[config.mk]
export PLATFORM = sky130hd
export DESIGN_NAME = butterfly_pipe
export DESIGN_NICKNAME = d
export VERILOG_FILES = /design/src/rtl/butterfly_pipe.sv
export SDC_FILE = /design/constraint.sdc
export NUM_CORES = 2
export LEC_CHECK = 0
export CORE_MARGIN = 5
export CORE_UTILIZATION = 35
export DETAILED_ROUTE_END_ITERATION = 12
export MAX_ROUTING_LAYER = met4
export SLEW_MARGIN = 20
export SYNTH_ARGS = -nofsm -noshare
export SYNTH_HDL_FRONTEND = slang
export SYNTH_SLANG_ARGS = --single-unit
[constraint.sdc]
create_clock -name clk -period 13.4 [get_ports clk]
set_clock_uncertainty 0.05 [all_clocks]
set_input_delay 3.35 -clock clk [delete_from_list [all_inputs] [get_ports clk]]
set_output_delay 3.35 -clock clk [all_outputs]
set_load 0.005 [all_outputs]
[src/rtl/butterfly_pipe.sv]
// butterfly_pipe: three-stage radix-2 DIT butterfly X = a + W*b, Y = a - W*b,
// using conj(W) in inverse mode, with rounding, optional /2 scaling and saturation.
module butterfly_pipe #(
    parameter int WIDTH    = 16,
    parameter int TW_WIDTH = 16,
    parameter int ROUND    = 1
) (
    input  logic                       clk,
    input  logic                       rst,
    input  logic                       in_valid,
    output logic                       in_ready,
    input  logic signed [WIDTH-1:0]    a_re,
    input  logic signed [WIDTH-1:0]    a_im,
    input  logic signed [WIDTH-1:0]    b_re,
    input  logic signed [WIDTH-1:0]    b_im,
    input  logic signed [TW_WIDTH-1:0] w_re,
    input  logic signed [TW_WIDTH-1:0] w_im,
    input  logic                       inverse,
    input  logic                       scale,
    output logic                       out_valid,
    input  logic                       out_ready,
    output logic signed [WIDTH-1:0]    X_re,
    output logic signed [WIDTH-1:0]    X_im,
    output logic signed [WIDTH-1:0]    Y_re,
    output logic signed [WIDTH-1:0]    Y_im,
    output logic                       ovf,
    output logic                       ovf_sticky,
    input  logic                       ovf_clr
);
    localparam int P  = WIDTH + TW_WIDTH;
    localparam int SH = TW_WIDTH - 1;
    localparam int WB = WIDTH + 2;
    localparam int SW = WIDTH + 3;

    localparam logic signed [P:0]    HALF = (ROUND != 0) ? ({{P{1'b0}}, 1'b1} << (SH - 1)) : '0;
    localparam logic signed [SW-1:0] RONE = (ROUND != 0) ? {{(SW-1){1'b0}}, 1'b1} : '0;
    localparam logic signed [SW-1:0] MAXV = {{(SW-WIDTH+1){1'b0}}, {(WIDTH-1){1'b1}}};
    localparam logic signed [SW-1:0] MINV = {{(SW-WIDTH+1){1'b1}}, {(WIDTH-1){1'b0}}};

    // Valid/ready: a transfer happens on a rising edge where valid && ready are both 1;
    // the whole pipe advances together when the output slot is empty or being drained.
    logic adv;
    assign adv      = !out_valid || out_ready;
    assign in_ready = adv;

    function automatic logic signed [P-1:0] mul(input logic signed [TW_WIDTH:0] w,
                                                input logic signed [WIDTH-1:0]  b);
        logic signed [P-1:0] wx;
        logic signed [P-1:0] bx;
        wx = {{(P-TW_WIDTH-1){w[TW_WIDTH]}}, w};
        bx = {{(P-WIDTH){b[WIDTH-1]}}, b};
        return wx * bx;
    endfunction

    function automatic logic signed [P:0] ext_p(input logic signed [P-1:0] v);
        return {v[P-1], v};
    endfunction

    function automatic logic signed [SW-1:0] scl(input logic signed [SW-1:0] v, input logic en);
        logic signed [SW-1:0] r;
        r = v + RONE;
        return en ? (r >>> 1) : v;
    endfunction

    // Returns {saturated, value}.
    function automatic logic [WIDTH:0] sat(input logic signed [SW-1:0] v);
        if (v > MAXV) return {1'b1, MAXV[WIDTH-1:0]};
        if (v < MINV) return {1'b1, MINV[WIDTH-1:0]};
        return {1'b0, v[WIDTH-1:0]};
    endfunction

    // Conjugation happens on the widened twiddle so that negating the most negative value is exact.
    logic signed [TW_WIDTH:0] w_im_x;
    logic signed [TW_WIDTH:0] w_im_eff;
    assign w_im_x   = {w_im[TW_WIDTH-1], w_im};
    assign w_im_eff = inverse ? -w_im_x : w_im_x;

    logic                     s1_valid;
    logic signed [WIDTH-1:0]  s1_a_re, s1_a_im, s1_b_re, s1_b_im;
    logic signed [TW_WIDTH:0] s1_w_re, s1_w_im;
    logic                     s1_scale;

    logic                     s2_valid;
    logic signed [WIDTH-1:0]  s2_a_re, s2_a_im;
    logic signed [P-1:0]      s2_p_rr, s2_p_ii, s2_p_ri, s2_p_ir;
    logic                     s2_scale;

    logic signed [P:0]        wr_t, wi_t;
    logic signed [WB-1:0]     wb_re, wb_im;
    logic signed [SW-1:0]     ax_re, ax_im, wx_re, wx_im;
    logic [WIDTH:0]           sat_xr, sat_xi, sat_yr, sat_yi;
    logic                     ovf_n;
    logic                     unused_bits;

    always_comb begin
        wr_t   = ext_p(s2_p_rr) - ext_p(s2_p_ii) + HALF;
        wi_t   = ext_p(s2_p_ri) + ext_p(s2_p_ir) + HALF;
        wb_re  = wr_t[P:SH];
        wb_im  = wi_t[P:SH];
        ax_re  = {{3{s2_a_re[WIDTH-1]}}, s2_a_re};
        ax_im  = {{3{s2_a_im[WIDTH-1]}}, s2_a_im};
        wx_re  = {wb_re[WB-1], wb_re};
        wx_im  = {wb_im[WB-1], wb_im};
        sat_xr = sat(scl(ax_re + wx_re, s2_scale));
        sat_xi = sat(scl(ax_im + wx_im, s2_scale));
        sat_yr = sat(scl(ax_re - wx_re, s2_scale));
        sat_yi = sat(scl(ax_im - wx_im, s2_scale));
        ovf_n  = sat_xr[WIDTH] | sat_xi[WIDTH] | sat_yr[WIDTH] | sat_yi[WIDTH];
    end

    assign unused_bits = ^{wr_t[SH-1:0], wi_t[SH-1:0]};

    always_ff @(posedge clk or posedge rst) begin
        if (rst) begin
            s1_valid   <= 1'b0;
            s1_a_re    <= '0;
            s1_a_im    <= '0;
            s1_b_re    <= '0;
            s1_b_im    <= '0;
            s1_w_re    <= '0;
            s1_w_im    <= '0;
            s1_scale   <= 1'b0;
            s2_valid   <= 1'b0;
            s2_a_re    <= '0;
            s2_a_im    <= '0;
            s2_p_rr    <= '0;
            s2_p_ii    <= '0;
            s2_p_ri    <= '0;
            s2_p_ir    <= '0;
            s2_scale   <= 1'b0;
            out_valid  <= 1'b0;
            X_re       <= '0;
            X_im       <= '0;
            Y_re       <= '0;
            Y_im       <= '0;
            ovf        <= 1'b0;
            ovf_sticky <= 1'b0;
        end else begin
            if (adv) begin
                s1_valid  <= in_valid;
                s1_a_re   <= a_re;
                s1_a_im   <= a_im;
                s1_b_re   <= b_re;
                s1_b_im   <= b_im;
                s1_w_re   <= {w_re[TW_WIDTH-1], w_re};
                s1_w_im   <= w_im_eff;
                s1_scale  <= scale;
                s2_valid  <= s1_valid;
                s2_a_re   <= s1_a_re;
                s2_a_im   <= s1_a_im;
                s2_p_rr   <= mul(s1_w_re, s1_b_re);
                s2_p_ii   <= mul(s1_w_im, s1_b_im);
                s2_p_ri   <= mul(s1_w_re, s1_b_im);
                s2_p_ir   <= mul(s1_w_im, s1_b_re);
                s2_scale  <= s1_scale;
                out_valid <= s2_valid;
                if (s2_valid) begin
                    X_re <= sat_xr[WIDTH-1:0];
                    X_im <= sat_xi[WIDTH-1:0];
                    Y_re <= sat_yr[WIDTH-1:0];
                    Y_im <= sat_yi[WIDTH-1:0];
                    ovf  <= ovf_n;
                end
            end
            // A saturating result leaving the block outranks a simultaneous clear.
            if (out_valid && out_ready && ovf) ovf_sticky <= 1'b1;
            else if (ovf_clr)                  ovf_sticky <= 1'b0;
        end
    end
endmodule

==> impl_metrics.csv <==
group,metric,value,unit
run_status,status,"finished clean",
layout,fin_util,38.3,%
worst_setup_path,cp_max_fo,58,
worst_setup_path,worstPathArrival,5.14,ns
routing,wirelength,163000,um
job,max-cap-violations,0,
logic_synthesis,avgSynthCellArea,8.75,um^2
logic_synthesis,synth_top_family_by_area,"adder cells",
place,port_buffers,170,
logic_synthesis,synth_ff_type,"dfrtp_1",
global_route,grt_antenna_before_repair,0,
logic_synthesis,yosysMostFrequentCell,"inv_1",
layout,fill_cells,17600,
floorplanning,coreArea,0.174,mm^2
hold_path,hold_path_class,"reg2reg",
logic_synthesis,synth_compound_area_share,9.16,%
layout,fin_cells,9283,
logic_synthesis,syn-cell-area,0.0610,mm^2
logic_synthesis,yosys_register_bits,328,
cts,cts_made_buffers,45,
routing,drt_iter0_drc,2872,
routing,ant_nets,0,
logic_synthesis,yosysUniqueCellTypes,98,
routing,vias_per_cell,4.98,
floorplanning,start_util,35.1,%
sta,setup_viol,0,
worst_setup_path,cp.required,10.00,ns
cts,cts_root_buf,"clkbuf_16",
sta,slew_headroom,30.9,%
cts,clkSinkCount,328,
logic_synthesis,netlist_top_cells_count,"inv_1 (1273), nand2_1 (1200), fa_1 (1068), ha_1 (535), and2_1 (432)",
cts,path_clk_slew,0.06,ns
place,place_inst,9204,
sta,min_period_over_period,63.7,%
floorplanning,fp.dieW,427,um
cts,post-cts-setup-buffer-count,0,
sta,hold_viol_final,0,
cts,ctsHoldBuffers,0,
global_route,grt.overflow.total,0,
global_route,grt_max_degree,213,
logic_synthesis,synthMuxAreaShare,0.308,%
floorplanning,io_pins,171,
global_route,grt_pass1_vias,48500,
cts,cts_repair_resize_count,0,
routing,drc_errors,0,
global_route,grt_usage,18.8,%
layout,multiInputGateArea,0.0467,mm^2
cts,clk_latency,0.64,ns
sta,setup_tns,0,ns
sta,worst_pin_slew,1.02,ns
logic_synthesis,syn_nets,8671,
logic_synthesis,yosys.area_share.adder,46.0,%
worst_setup_path,critPathKind,"in2out",
floorplanning,dieArea,0.183,mm^2
sta,maxSlewViolCount,0,
layout,nNetsFinal,8632,
logic_synthesis,synth-simple-area-share,17.3,%
place,gp_congestion,0.885,
floorplanning,die_height,427,um
logic_synthesis,synth-edff-count,0,
routing,drt_first_pass_iters,5,
sta,max_freq,117,MHz
floorplanning,rows,153,
place,dpl.hpwl,127000,um
sta,hold_slack,0.414,ns
logic_synthesis,yosysTopAreaCellShare,35.1,%
sta,rsz0062_at_grt,"false",
worst_setup_path,critPathCaptureType,"output port",
sta,period_minus_slack,8.54,ns
routing,wl_per_cell,17.6,um
cts,cts_htree_levels,2,
logic_synthesis,ys_async_sr_fraction,100,%
layout,antenna_cells,0,
layout,syn_to_final_growth,8.93,%
worst_setup_path,start_kind,"primary input",
routing,vias,46200,
logic_synthesis,synth_cells,6965,
logic_synthesis,synth_top_area_cell,"fa_1",
logic_synthesis,netlist_top_cells_area,"fa_1 (35%), dfrtp_1 (13%), ha_1 (11%), inv_1 (7.8%), nand2_1 (7.4%)",
logic_synthesis,synth-xor-area-share,3.75,%
cts,cts_tree,"done",
cts,clk_path_buf_depth,3,
layout,seq_area,0.00821,mm^2
logic_synthesis,yosys_warnings,0,
layout,layout-drive-gt1-share,3.09,%
logic_synthesis,ys_seq_area_share,13.5,%
global_route,grt_pass1_wl,266000,um
## layout make-up
cell class / count / area share [%]
Clock buffer: 56 / 1.85
Clock inverter: 23 / 0.358
Inverter: 1274 / 7.22
Multi-Input combinational cell: 5025 / 70.3
Sequential cell: 328 / 12.4
Tap cell: 2325 / 4.38
Timing Repair Buffer: 252 / 3.53
## kinds of logic after synthesis
family,count (synthesis)
AOI/OAI and AO/OA,889
xor gates and xnor gates,260
adders and majority gates,1603
buffers and inverters,1612
DFF,328
muxes,18
and+or+nand+nor,2255
## stage by stage
| stage | instance area [um^2] | setup WS [ns] |
|---|---|---|
| 2_1_floorplan | 61000 | 0.917 |
| 3_3_place_gp | 65000 | 4.81 |
| 3_5_place_dp | 65000 | 4.83 |
| 4_1_cts | 66400 | 4.81 |
| 5_1_grt | 66400 | 4.75 |
| 6_report | 66400 | 4.86 |
## worst max-delay path, cell delays in order
cell and delay, ns:
clkdlybuf4s50_1 0.47, nor2b_4 0.14, buf_4 0.56, inv_8 0.11, clkdlybuf4s50_1 0.49
## layer usage
| metal | global-route usage, % | part of all wire [%] |
|---|---|---|
| met5 | - | 0 |
| met4 | 4.64 | 2.7 |
| met3 | 2.73 | 5.9 |
| met2 | 30.8 | 48 |
| met1 | 24.6 | 44 |
## sequential cells by signal, indices dropped and copies added, names as in the netlist, 16 cells and up
register	count
Y_im	16
s2_p_ir	32
X_im	16
s2_p_ii	32
s1_w_im	17
s1_b_im	16
s1_b_re	16
s1_a_im	16
X_re	16
Y_re	16
s1_a_re	16
s2_a_re	16
s1_w_re	16
s2_p_ri	32
s2_a_im	16
s2_p_rr	32
## cell usage in the layout, fill, tap and decap left out, types with 29 or more instances in the layout
cell | synthesis | final
dfrtp_1 | 328 | 326
ha_1 | 535 | 535
xor2_1 | 94 | 94
o21ai_0 | 235 | 235
nor2b_1 | 33 | 32
o21bai_1 | 29 | 29
nor3_1 | 55 | 55
clkdlybuf4s50_1 | 0 | 170
a21oi_1 | 267 | 267
fa_1 | 1068 | 1068
xnor2_1 | 165 | 165
nor2_1 | 217 | 217
clkbuf_16 | 0 | 45
nand2_1 | 1200 | 1199
buf_4 | 5 | 80
nand3_1 | 67 | 67
a21o_1 | 61 | 61
and2_1 | 432 | 432
nand2b_1 | 102 | 102
inv_1 | 1273 | 1271
a31oi_1 | 36 | 36
## path summary, 6_finish.rpt
kind	endpoint	cells past startpoint	start	slack, ns
hold / removal	s1_b_im[13]	2	s1_b_im[13]	0.41
max in group asynchronous	s2_a_re[4]	4	rst	7.92
hold reg to reg	s1_b_im[13]	2	s1_b_im[13]	0.41
setup reg to reg	s2_p_ri[30]	28	s1_b_im[6]	5.41
min in group asynchronous	X_im[4]	2	rst	3.13
setup / recovery	in_ready	5	out_ready	4.86
Power is left out: the tool's default activity adds up to more than one toggle a clock period on the data nets, which glitch-free logic cannot reach.
